===== src/rtl/demux_sel_sequencer.sv =====
// demux_sel_sequencer: a FIFO of addressed single-bit requests, replayed as
// registered d/s0/s1/s2 drives held for HOLD cycles each, with a scan mode
// that walks the select through all eight channels.
module demux_sel_sequencer #(
  parameter int DEPTH = 4,
  parameter int HOLD  = 2
) (
  input  logic                   clk,
  input  logic                   rst_n,
  input  logic                   in_valid,
  output logic                   in_ready,
  input  logic [2:0]             in_dest,
  input  logic                   in_d,
  input  logic                   mode,
  output logic                   d,
  output logic                   s0,
  output logic                   s1,
  output logic                   s2,
  output logic                   out_valid,
  output logic [$clog2(DEPTH):0] count
);

  localparam int AW = $clog2(DEPTH);
  localparam int CW = AW + 1;
  localparam int HW = (HOLD > 1) ? $clog2(HOLD) : 1;

  localparam logic [1:0] S_IDLE    = 2'd0;
  localparam logic [1:0] S_PRESENT = 2'd1;
  localparam logic [1:0] S_SCAN    = 2'd2;

  logic [3:0]    r_mem [DEPTH];
  logic [AW-1:0] r_wptr;
  logic [AW-1:0] r_rptr;
  logic [CW-1:0] r_count;
  logic [1:0]    r_state;
  logic [HW-1:0] r_hold;
  logic [2:0]    r_sel;
  logic          r_d;
  logic          r_out_valid;

  logic          w_full;
  logic          w_empty;
  logic          w_push;
  logic          w_pop;
  logic          w_last;
  logic [3:0]    w_head;

  assign w_full  = (r_count == CW'(DEPTH));
  assign w_empty = (r_count == '0);
  // Full refuses the push even when a pop lands in the same cycle.
  assign w_push  = in_valid && !w_full;
  assign w_last  = (r_hold == HW'(HOLD - 1));
  assign w_head  = r_mem[r_rptr];

  // Pop only from IDLE or at the end of a PRESENT window, and only when draining.
  always_comb begin
    w_pop = 1'b0;
    if (!mode && !w_empty) begin
      if (r_state == S_IDLE)                  w_pop = 1'b1;
      else if (r_state == S_PRESENT && w_last) w_pop = 1'b1;
    end
  end

  // FIFO storage; contents need no reset since the pointers define validity.
  always_ff @(posedge clk) begin
    if (w_push) r_mem[r_wptr] <= {in_dest, in_d};
  end

  // FIFO pointers and exact occupancy.
  always_ff @(posedge clk or negedge rst_n) begin
    if (!rst_n) begin
      r_wptr  <= '0;
      r_rptr  <= '0;
      r_count <= '0;
    end else begin
      if (w_push) r_wptr <= r_wptr + 1'b1;
      if (w_pop)  r_rptr <= r_rptr + 1'b1;
      case ({w_push, w_pop})
        2'b10:   r_count <= r_count + 1'b1;
        2'b01:   r_count <= r_count - 1'b1;
        default: r_count <= r_count;
      endcase
    end
  end

  // Presentation FSM; mode is only looked at in IDLE and at window ends.
  always_ff @(posedge clk or negedge rst_n) begin
    if (!rst_n) begin
      r_state     <= S_IDLE;
      r_hold      <= '0;
      r_sel       <= '0;
      r_d         <= 1'b0;
      r_out_valid <= 1'b0;
    end else begin
      case (r_state)
        S_IDLE: begin
          if (mode) begin
            r_sel       <= 3'd0;
            r_d         <= 1'b1;
            r_out_valid <= 1'b1;
            r_hold      <= '0;
            r_state     <= S_SCAN;
          end else if (!w_empty) begin
            r_sel       <= w_head[3:1];
            r_d         <= w_head[0];
            r_out_valid <= 1'b1;
            r_hold      <= '0;
            r_state     <= S_PRESENT;
          end
        end
        S_PRESENT: begin
          if (!w_last) begin
            r_hold <= r_hold + 1'b1;
          end else if (w_pop) begin
            // Next entry back-to-back, no bubble between windows.
            r_sel  <= w_head[3:1];
            r_d    <= w_head[0];
            r_hold <= '0;
          end else begin
            r_d         <= 1'b0;
            r_out_valid <= 1'b0;
            r_state     <= S_IDLE;
          end
        end
        S_SCAN: begin
          if (!w_last) begin
            r_hold <= r_hold + 1'b1;
          end else if (!mode) begin
            r_d         <= 1'b0;
            r_out_valid <= 1'b0;
            r_state     <= S_IDLE;
          end else begin
            r_sel  <= r_sel + 1'b1;
            r_hold <= '0;
          end
        end
        default: r_state <= S_IDLE;
      endcase
    end
  end

  assign in_ready  = !w_full;
  assign count     = r_count;
  assign d         = r_d;
  assign out_valid = r_out_valid;
  assign s0        = r_sel[2];
  assign s1        = r_sel[1];
  assign s2        = r_sel[0];

endmodule

===== config.mk =====
export PLATFORM = sky130hd
export DESIGN_NAME = demux_sel_sequencer
export DESIGN_NICKNAME = d
export VERILOG_FILES = /design/src/rtl/demux_sel_sequencer.sv
export SDC_FILE = /design/constraint.sdc
export NUM_CORES = 1
export LEC_CHECK = 0
export BUFFER_PORTS_ARGS = -buffer_cell sky130_fd_sc_hd__buf_4
export CORE_MARGIN = 2
export CORE_UTILIZATION = 55
export DETAILED_ROUTE_END_ITERATION = 7
export PLACE_DENSITY = 0.84
export SLEW_MARGIN = 5
export SYNTH_ARGS = -nofsm -noshare
export SYNTH_HDL_FRONTEND = slang
export SYNTH_SLANG_ARGS = --single-unit
export TNS_END_PERCENT = 1

===== constraint.sdc =====
create_clock -name clk -period 3.15 [get_ports clk]
set_clock_uncertainty 0.2 [all_clocks]
set_input_delay 0.315 -clock clk [delete_from_list [all_inputs] [get_ports clk]]
set_output_delay 0.315 -clock clk [all_outputs]
set_load 0.1 [all_outputs]

## Yosys cells after proc, flatten, opt, wreduce, memory -nomap -nowiden

Memory sizes are Yosys's and may differ from the RTL's.
Cells that the tools add are included.

- RAM bits: 16
- Bits in read-only memories: 0
- Memories: 1
- Logic and storage cells: 81
- Bits of input ports: 8
- Register bits after elaboration: 15
- Output and inout bits: 9
- Latch bits: 0

- Bitwise logic cells: 0
- $lt $le $gt $ge: 0
- $add $sub $neg: 6
- Shift operators: 0
- Multiply operators: 0
- Reduce and logical (&&, ||, !) cells: 15
- Muxes and demuxes: 39
- Eq/ne operators: 12
- Divide/modulo/power cells: 0

Memory list:

| memory | depth | bits a word | rd ports | clocked after memory_dff | write ports | line | source |
|---|---|---|---|---|---|---|---|
| r_mem | 4 | 4 | 1 | 0 | 1 | 31 | `logic [3:0] r_mem [DEPTH];` |

Operator list:

| cell | number |
|---|---|
| $mux W1 | 21 |
| $mux W3 | 6 |
| $mux W2 | 6 |
| $ne A2 B2 Y1 const B | 6 |
| $reduce_and A6 Y1 | 2 |
| $reduce_and A5 Y1 | 2 |
| $pmux W1 S3 | 3 |
| $pmux W3 S3 | 1 |
| $add A3 B1 Y3 const B | 2 |
| $pmux W2 S3 | 1 |
| $pmux W3 S2 | 1 |
| $add A2 B1 Y2 const B | 2 |
| $eq A2 B1 Y1 const B | 2 |
| $eq A2 B2 Y1 const B | 2 |
| $eq A3 B3 Y1 const B | 1 |
| $logic_and A1 B1 Y1 | 3 |
| $logic_not A1 Y1 | 3 |
| $logic_not A3 Y1 | 1 |
| $ne A3 B3 Y1 const B | 1 |
| $reduce_bool A3 Y1 | 1 |
| $sub A3 B1 Y3 const B | 1 |
| $logic_not A2 Y1 | 1 |
| $reduce_and A2 Y1 | 1 |
| $reduce_bool A2 Y1 | 1 |
| $add A1 B1 Y1 const B | 1 |

## Depth between registers and ports, before layout

Gate-level depths: netlist of run 1.

- Depth after elaboration: 8
- Depth in mapped cells: 10
- Gate-level depth less buffers: 10

## Worst setup path before layout of run 1

OpenSTA, ideal clock, no wires.

- Path kind: register to register
- Start: reg r_count[2] (netlist: count[2])
- End: reg r_count[2] (netlist: count[2])
- Data required time: 2.787 ns
- Arrival: 3.486 ns
- Setup slack: -0.700 ns
- Stages on the path, launching flop included: 10
- Setup time: 0.163 ns
- Clock period less this slack: 3.850 ns
- Path through: dfrtp_1 nand3_1 and2_1 inv_1 ha_1 inv_1 fa_1 xor2_1 nor2_1 xor2_1

- Elaborated cells on any way between the ends: 13
- Those cells by class: 2 x add/sub; 3 x eq/ne; 2 x mux; 6 x reduce/logical

RTL lines:

| element | line | source |
|---|---|---|
| start, declared | 34 | `logic [CW-1:0] r_count;` |
| start signal, assigned | 79 | `2'b10: r_count <= r_count + 1'b1;` |
| start signal, assigned | 80 | `2'b01: r_count <= r_count - 1'b1;` |
| start signal, assigned | 81 | `default: r_count <= r_count;` |
| $eq A3 B3 Y1 * | 48 | `assign w_full = (r_count == CW'(DEPTH));` |
| $logic_not A1 Y1 * | n/a |  |
| via in_ready | 11 | `output logic in_ready,` |
| $logic_and A1 B1 Y1 * | 51 | `assign w_push = in_valid && !w_full;` |
| $eq A2 B1 Y1 / $eq A2 B2 Y1 (equally long branches) | 78 | `case ({w_push, w_pop})` |
| $pmux W3 S2 / $reduce_bool A2 Y1 (equally long branches) | n/a |  |

Mark *: on every way through the listed nets, which the timed path passes. The rest lies on a longest branch.
A chain may end at the register's enable or synchronous reset.

## Final worst setup path of run 1

- Start: reg r_state[1]
- End: reg r_count[2] (netlist: count[2])

- Word-level cells in the longest chain between the ends: 7
- Elaborated cells on any way between the ends: 10
- Those cells by class: 3 x eq/ne; 4 x mux; 3 x reduce/logical

Ends and longest elaborated chain:

| element | line | source |
|---|---|---|
| start, declared | 35 | `logic [1:0] r_state;` |
| start signal, assigned | 89 | `r_state <= S_IDLE;` |
| start signal, assigned | 102 | `r_state <= S_SCAN;` |
| start signal, assigned | 108 | `r_state <= S_PRESENT;` |
| $eq A2 B1 Y1 | 60 | `else if (r_state == S_PRESENT && w_last) w_pop = 1'b1;` |
| $logic_and A1 B1 Y1 | 60 |  |
| $mux W1 | 60 |  |
| $mux W1 * | 59 | `if (r_state == S_IDLE) w_pop = 1'b1;` |
| $mux W1 * | 58 | `if (!mode && !w_empty) begin` |
| via w_pop | 44 | `logic w_pop;` |
| $eq A2 B1 Y1 / $eq A2 B2 Y1 (equally long branches) | 78 |  |
| $pmux W3 S2 / $reduce_bool A2 Y1 (equally long branches) | n/a |  |

Marked as above.

==> key figures, run 1 <==
Place
  • Gpl congestion: 0.760
  • Post-DP HPWL: slightly above 2 mm
  • Port Buf Inserts: 16

Job
  • Max Cap Viol: 0

Critical path
  • R2R depth: 10
  • Reg-to-reg slack, setup: roughly 550 ps
  • Crit. End Element: flip-flop
  • Worst-path cell chain: inv_1, ha_1, a21oi_1, nor3_1, ha_1, inv_1, fa_1, xor2_1, nor2_1, xor2_1
  • Worst path bufs/invs: 2
  • CP top delay family: adder cells
  • R2R Path Start: r_state[1]
  • CP Max Fanout: 6
  • Crit start category: flip-flop
  • Required time worst endpoint: 3190 ps
  • WP data arrival: 2640 ps
  • Reg2reg end: count[2]
  • Crit Path Class: reg2reg
  • Slowest stage cell, crit path: dfrtp_1
  • Critical path origin: r_state[1]
  • CP max stage delay: around 400 ps

STA
  • Final Hold Viols: 0
  • Sum Neg Setup Slack: 0 ps
  • Worst-margin pin slew: between 400 and 500 ps
  • Slew margin rel.: 0.682
  • Period minus WS final: 2600 ps
  • Final Cycle Share: 0.826
  • # setup viols final: 0
  • Achievable Freq: between 0.3 and 0.4 GHz
  • RSZ-0062 raised after global routing: false
  • Max-slew violation count: 0

Route
  • Routed wire per std cell: around 15 µm
  • DR vias/cell: about 5.8
  • Iter 0 DRT Violations: 25
  • Remaining antenna violation count: 0
  • Pre-antenna DRT Iters: 4
  • DR vias: just over 1000
  • Aggregate routed wire length: 2.71 mm
  • Drt drc: 0

Floorplanning
  • DIE AREA: approximately 3300 µm²
  • Initial Util: 0.576
  • # IOs: 17
  • Die W: approximately 57 µm
  • Core area: approximately 2700 µm²
  • Die height: 57.5 µm
  • Std-Cell Rows: 19

Worst hold path
  • Hold path startpoint: mode
  • Hold EP: r_state[1]
  • Hold Path Cell Cnt: 3
  • Min-delay worst type: in2reg

Clock tree
  • Reg clk slew, reported paths: 90 ps
  • Worst skew pair latency: 320 ps
  • CTS root buf: clkbuf_4
  • H-tree levels: 2
  • CTS sink count: 31
  • Max Root-Sink Buffers: 2
  • CTS tree: yes
  • CTS buffer count: 5

Final layout
  • Filler cells: 188
  • Storage cell area: 857 µm²
  • Share of post-route cells with drive strength above 1: 0.255
  • Antenna fix cells: 0
  • P&R area growth vs syn: 17.3%
  • Commonest non-fill, non-tap cells in the layout: buf_4, edfxtp_1, dfrtp_1
  • Area of the multi-input gates: approximately 680 µm²
  • # nets final: approximately 160

GRT
  • Global route overflow: 0
  • First-pass GRT wire length: around 4.5 mm
  • Vias in the first global route: 1009
  • GRT Total Usage: 0.187
  • Largest net degree at the start of global routing: 16
  • Antenna violations before repair: 0

Synth
  • Synth Area per Inst: ~13 µm²
  • Seq/Total Area, Yosys: 0.544
  • Number of synthesized flops with an enable pin: 16
  • Post-Synthesis Cells: between 100 and 150
  • Synth Flop Type: edfxtp_1
  • Synthesized area: ~1600 µm²
  • Net Count, Synth: around 140
  • Post-synth ARST share: 0.484
  • #FFs+latches synth: 31
  • Netlist cell types: 41
  • Synth warn: 0

Outcome
  • Status: completed
-- layer usage --
layer  track usage  routed length [µm]  up-vias
met4        0.0897                  52        0
met5             0                   0        -
met3        0.0635                 126        4
li1              -                   -      493
met1         0.214                1160      499
met2         0.313                1370       22
-- sequential cells by signal (all words and copies together) (netlist names) --
signal / flops
r_rptr: 2
r_wptr: 2
out_valid: 1
r_state: 2
r_sel: 3
r_mem: 16
d: 1
r_hold: 1
count: 3
-- metrics by stage --
step	utilization	hold slack (ps)	instance area, µm²	std cells	setup slack [ps]
floorplan	-	-181	1590	120	146
global placement	0.631	-19.8	1730	164	728
detailed placement	0.631	-17.9	1730	164	614
CTS	0.676	98.1	1850	176	563
global route	0.676	114	1850	176	360
finish	0.676	107	1850	176	550
-- cells in the mapped netlist, types with 2 or more instances --
cell type	n	area (µm²)
buf_2	2	10.0
o21ai_0	3	15.0
dfrtp_1	15	375
nor3_1	2	10.0
nand2b_1	2	12.5
and3_1	4	25.0
mux2_2	4	45.0
nor3b_1	2	15.0
xnor2_1	3	26.3
nor2_1	5	18.8
mux4_2	3	67.6
edfxtp_1	16	480
xor2_1	3	26.3
ha_1	10	125
inv_1	8	30.0
a21oi_1	5	25.0
nand2_1	6	22.5
mux2i_1	4	40.0
-- worst max-delay path by stage --
stage / endpoint / slack, ps / cells after the start
after floorplan: count[2] / 150 / 10
after global routing: count[2] / 360 / 10
after detailed placement: count[2] / 610 / 10
after CTS: count[2] / 560 / 10
after global placement: count[2] / 730 / 10
final: count[2] / 550 / 10
-- cell type report --
cell class / count / area share
timing repair buffer: 21 / 0.0921
sequential: 31 / 0.464
clock inverter: 1 / 0.0163
tap: 31 / 0.0210
multi-input combinational: 78 / 0.368
clock buffer: 6 / 0.0224
inverter: 8 / 0.0163
-- repair_timing --
action	4_1_cts	5_1_grt
buffers inserted	0	0
resized for setup	0	0
hold buffers	5	0
endpoints found under the hold margin	31	0
-- tightest hold or removal path, delay by kind of cell --
kind | cells | cell delay [ps]
multiplexers | 1 | 60
buffers and inverters | 1 | 150
AND/OR/NAND/NOR | 1 | 60
-- cells by family (layout without fill, tap and decap cells) --
logic type                 Yosys count  in the layout  share of synthesized area
and+or+nand+nor                     30             30                      0.106
DFF                                 31             31                      0.544
buffers and inverters               11             36                     0.0326
muxes                               12             12                      0.107
AOI/OAI and AO/OA                   19             19                     0.0859
xor gates and xnor gates             6              6                     0.0334
adders and majority gates           11             11                     0.0922
Power of run 1 is left out: the tool's default activity adds up to more than one toggle a clock period on the data nets, which glitch-free logic cannot reach.
==> run 2, diff against run 1 <==
- CORE_UTILIZATION: 55 -> 51
- PLACE_DENSITY: 0.84 -> 0.83
- clock period: 3.15 -> 2.2 ns (I/O delays scaled with it)
==> run 2 against run 1 <==
Global-route usage rose by 0.49 points. Core utilization rose by 1.2 points. Final cell count rose by 13%. Worst setup slack got worse by 520 ps. Register-to-register slack got worse by 520 ps.
==> key figures, run 2 (synthesis results as in run 1) <==
Clock tree
  • Max Root-Sink Buffers: 2 (unchanged)
  • Worst skew pair latency: 310 ps (about the same)
  • CTS sink count: 31 (unchanged)
  • Reg clk slew, reported paths: 90 ps (about the same)
  • CTS root buf: clkbuf_4
  • H-tree levels: 2 (unchanged)
  • CTS buffer count: 5 (unchanged)
  • CTS tree: yes

Final layout
  • Antenna fix cells: 0 (unchanged)
  • Storage cell area: 867 µm² (+1.2%)
  • Commonest non-fill, non-tap cells in the layout: buf_4, edfxtp_1, dfrtp_1
  • Area of the multi-input gates: 754 µm² (+11%)
  • Commonest non-fill, non-tap cell in the layout: buf_4
  • P&R area growth vs syn: 31.2%
  • # nets final: 183 (+12%)
  • Final non-filler cell total: 198 (+13%)
  • Most flops, register: r_mem
  • Filler cells: 205 (+9.0%)
  • Max FFs per register: 16 (unchanged)
  • Share of post-route cells with drive strength above 1: 0.442 (+0.187)

GRT
  • Vias in the first global route: 1082 (+7.2%)
  • First-pass GRT wire length: 4.84 mm (+8.0%)
  • Antenna violations before repair: 0 (unchanged)
  • GRT Total Usage: 0.192 (+0.00488)
  • Global route overflow: 0 (unchanged)
  • Largest net degree at the start of global routing: 16 (unchanged)

Route
  • DR vias: 1090 (+7.1%)
  • Pre-antenna DRT Iters: 4 (unchanged)
  • Drt drc: 0 (unchanged)
  • Iter 0 DRT Violations: 35 (+40%)
  • DR vias/cell: 5.51 (-4.8%)
  • Routed wire per std cell: 15.4 µm (about the same)
  • Remaining antenna violation count: 0 (unchanged)
  • Aggregate routed wire length: 3.05 mm (+13%)

STA
  • # setup viols final: 0 (unchanged)
  • Max-slew violation count: 0 (unchanged)
  • Worst-margin pin slew: 457 ps (-15.8 ps)
  • RSZ-0062 raised after global routing: true
  • Final Hold Viols: 0 (unchanged)
  • Period minus WS final: 2170 ps (-429 ps)
  • Final Cycle Share: 0.987 (+0.162)
  • Slew margin rel.: 0.693 (+0.0106)
  • Achievable Freq: 0.461 GHz (+20%)

Floorplanning
  • Initial Util: 0.524 (-0.0516)
  • DIE AREA: 3550 µm² (+7.3%)
  • Die height: 59.6 µm (+3.6%)
  • # IOs: 17 (unchanged)
  • Core area: 3000 µm² (+9.8%)
  • Std-Cell Rows: 20 (+1)
  • Die W: 59.6 µm (+3.6%)

Place
  • Gpl congestion: 0.837 (+10%)
  • Port Buf Inserts: 16 (unchanged)
  • Placed Cells: 175 (+6.7%)
  • Post-DP HPWL: 2.09 mm (+3.0%)

Worst hold path
  • Hold path startpoint: mode
  • Min-delay worst type: in2reg

Critical path
  • Critical path origin: r_state[0]
  • Crit start category: flip-flop
  • Worst-path cell chain: buf_6, ha_4, a21oi_2, nor3_2, buf_4, ha_4, inv_2, fa_2, xor2_1, nor2_1, xor2_1
  • Slowest stage cell, crit path: dfrtp_1
  • CP max stage delay: 410 ps (about the same)
  • R2R Path Start: r_state[0]
  • Crit Path Class: reg2reg
  • Crit. End Element: flip-flop
  • CP Max Fanout: 3 (-3)
  • Required time worst endpoint: 2230 ps (-960 ps)
  • WP data arrival: 2200 ps (-440 ps)

Job
  • Max Cap Viol: 0 (unchanged)

Outcome
  • Status: completed
==> run 2: repair_timing <==
item,4_1_cts,5_1_grt
buffers inserted,6,4
hold endpoints to repair,31,0
gates resized for setup,6,7
hold buffers,5,0
endpoints found under the setup margin,1,7
pin swaps,8,8
==> run 2: metrics by stage <==
step                      setup slack (ps)  area, µm²  utilization  hold slack (ps)  setup TNS [ps]
final                                 28.5       2060        0.688             41.6               0
after global routing                 -82.3       2060        0.688             35.8            -157
after CTS                            -72.9       2000        0.667             4.11           -72.9
after detailed placement             -54.2       1830        0.609             -112           -54.2
after global placement                49.3       1830        0.609             -117               0
after floorplan                       -355       1620            -             -276            -596
==> run 2: final timing paths <==
| path | end | slack [ps] | cells after the start |
|---|---|---|---|
| min reg2reg | out_valid | 310 | 2 |
| max reg2reg | count[2] | 30 | 11 |
| max in group asynchronous | count[2] | 1500 | 2 |
| min in group asynchronous | r_wptr[1] | 100 | 2 |
| max | count[2] | 30 | 11 |
| min | r_state[1] | 40 | 3 |
==> run 2: layout make-up <==
cell class                 count  share of cell area
clock buffer                   6              0.0200
clock inverter                 2             0.00424
inverter                       8              0.0170
multi-input combinational     78               0.365
sequential                    31               0.420
tap                           33              0.0200
timing repair buffer          40               0.153
==> run 2: worst max-delay path: cells and delay by family, from the launching register on <==
family,cells,cell delay [ps]
and+or+nand+nor,2,250
adders and majority gates,3,570
DFF,1,410
buffers and inverters,3,290
xor gates and xnor gates,2,320
AOI/OAI and AO/OA,1,60
==> run 2: layer usage <==
layer / vias to the layer above / part of all wire / global-route usage
li1: 526 / - / -
met1: 537 / 0.44 / 0.230
met2: 23 / 0.51 / 0.316
met3: 4 / 0.039 / 0.0546
met4: 0 / 0.011 / 0.0952
met5: - / 0 / 0
Power of run 2 is left out for the same reason.
==> run 3, diff against run 2 <==
- CORE_UTILIZATION: 51 -> 55
- PLACE_DENSITY: 0.83 -> 0.84
- clock period: 2.2 -> 2.7 ns (I/O delays scaled with it)
==> run 3 against run 2 <==
Critical path depth is 1 lower. Die area is 6.8% lower. Highest routed layer unchanged. Worst setup slack better by 200 ps. Design area is 11% lower. Count of clock-buffer cells in the layout stayed put. Routed wire length is 11% lower. Global-route usage is 0.48 points lower. Critical path type unchanged.
==> key figures, run 3 (synthesis results as in run 1) <==
Worst hold path
  • Hold path startpoint: mode
  • Min-delay worst type: in2reg
  • Hold Path Cell Cnt: 3 (unchanged)
  • Hold EP: r_state[1]

Job
  • Max Cap Viol: 0 (unchanged)

GRT
  • Busiest grt layer: met2
  • Largest net degree at the start of global routing: 16 (unchanged)
  • First-pass GRT wire length: 4.55 mm (-5.8%)
  • Vias in the first global route: 1025 (-5.3%)
  • Grt met3 use: 0.0635 (+0.00891)
  • Antenna violations before repair: 0 (unchanged)
  • Met2 GRT Util: 0.300 (-0.0152)
  • Grt met1 use: 0.235 (+0.00497)
  • Global route overflow: 0 (unchanged)
  • GRT Total Usage: 0.187 (-0.00485)

Critical path
  • Slowest stage cell, crit path: dfrtp_1
  • CP max stage delay: 410 ps (about the same)
  • CP Depth: 10 (-1)
  • WP data arrival: 2520 ps (+320 ps)
  • Reg2reg end: count[2]
  • Worst-path cell chain: inv_1, ha_1, a21oi_1, nor3_2, ha_1, inv_1, fa_1, xor2_1, nor2_1, xor2_1
  • R2R depth: 10 (-1)
  • Crit Path Class: reg2reg
  • Required time worst endpoint: 2750 ps (+520 ps)
  • CP top delay family: adder cells
  • R2R Path Start: r_state[1]
  • Crit. End Element: flip-flop
  • CP Max Fanout: 6 (+3)
  • Reg-to-reg slack, setup: 230 ps (+200 ps)
  • Crit start category: flip-flop
  • Worst path bufs/invs: 2 (-1)

STA
  • Worst-margin pin slew: 480 ps (+23.4 ps)
  • # setup viols final: 0 (unchanged)
  • Max-slew violation count: 0 (unchanged)
  • RSZ-0062 raised after global routing: false
  • Final Hold Viols: 0 (unchanged)
  • WHS: 62.5 ps (+20.9 ps)
  • Final Cycle Share: 0.916 (-0.0709)
  • Sum Neg Setup Slack: 0 ps (unchanged)
  • Slew margin rel.: 0.677 (-0.0157)
  • Period minus WS final: 2470 ps (+302 ps)
  • Achievable Freq: 0.404 GHz (-12%)

Route
  • Iter 0 DRT Violations: 41 (+17%)
  • DR vias/cell: 5.68 (+3.2%)
  • DR vias: 1011 (-7.2%)
  • Routed wire per std cell: 15.2 µm (-1.1%)
  • Drt drc: 0 (unchanged)
  • Aggregate routed wire length: 2.71 mm (-11%)
  • Pre-antenna DRT Iters: 4 (unchanged)
  • Remaining antenna violation count: 0 (unchanged)

Floorplanning
  • Std-Cell Rows: 19 (-5.0%)
  • DIE AREA: 3310 µm² (-6.8%)
  • Initial Util: 0.576 (+0.0516)
  • Die height: 57.5 µm (-3.5%)
  • Core area: 2730 µm² (-9.0%)
  • # IOs: 17 (unchanged)
  • Die W: 57.5 µm (-3.5%)

Clock tree
  • Max Root-Sink Buffers: 2 (unchanged)
  • CTS buffer count: 5 (unchanged)
  • Setup Buffers After CTS: 0 (-6)
  • CTS sink count: 31 (unchanged)
  • CTS root buf: clkbuf_4
  • H-tree levels: 2 (unchanged)
  • Worst skew pair latency: 320 ps (about the same)
  • Reg clk slew, reported paths: 90 ps (about the same)
  • CTS tree: yes

Place
  • Placed Cells: 165 (-5.7%)
  • Post-DP HPWL: 2.00 mm (-4.6%)
  • Port Buf Inserts: 16 (unchanged)
  • Gpl congestion: 0.743 (-11%)

Final layout
  • Commonest non-fill, non-tap cells in the layout: buf_4, edfxtp_1, dfrtp_1
  • Max FFs per register: 16 (unchanged)
  • Final non-filler cell total: 178 (-10%)
  • P&R area growth vs syn: 17.3%
  • Share of post-route cells with drive strength above 1: 0.279 (-0.164)
  • Antenna fix cells: 0 (unchanged)
  • # nets final: 165 (-9.8%)
  • Most flops, register: r_mem
  • Commonest non-fill, non-tap cell in the layout: buf_4
  • Filler cells: 195 (-4.9%)

Outcome
  • Status: completed
==> run 3: final cells by class <==
class	count	area, µm²	share of cell area
clock buffers	6	41.3	0.0224
clock inverters	2	7.51	0.00407
inverters	8	30.0	0.0163
multi-input cells	78	687	0.372
flip-flops and latches	31	865	0.468
well taps	31	38.8	0.0210
repair buffers	22	178	0.0962
==> run 3: stage by stage <==
step,cell area (µm²),setup WS [ps],util
after global placement,1740,276,0.638
final,1850,226,0.676
after global routing,1850,67.0,0.676
after detailed placement,1740,111,0.638
after floorplan,1600,19.8,-
after CTS,1840,122,0.674
==> run 3: worst max-delay path by stage <==
stage | start | to
floorplan | count[0] | count[2]
global placement | r_state[1] | count[2]
detailed placement | r_state[1] | count[2]
CTS | r_state[1] | count[2]
global route | r_state[1] | count[2]
finish | r_state[1] | count[2]
==> run 3: repair_timing <==
item	in CTS	in global routing
hold endpoints to repair	31	0
hold buffers	5	0
endpoints found under the setup margin	0	1
gates resized for setup	0	1
==> run 3: routing by layer <==
layer	vias up	wire [µm]
met2	25	1390
met5	-	0
met3	5	133
li1	491	-
met1	490	1150
met4	0	40
==> run 3: tightest hold or removal path: stages <==
cell and delay [ps]:
buf_4 150, nand2_1 60, mux2i_1 70
Power of run 3 is left out for the same reason.
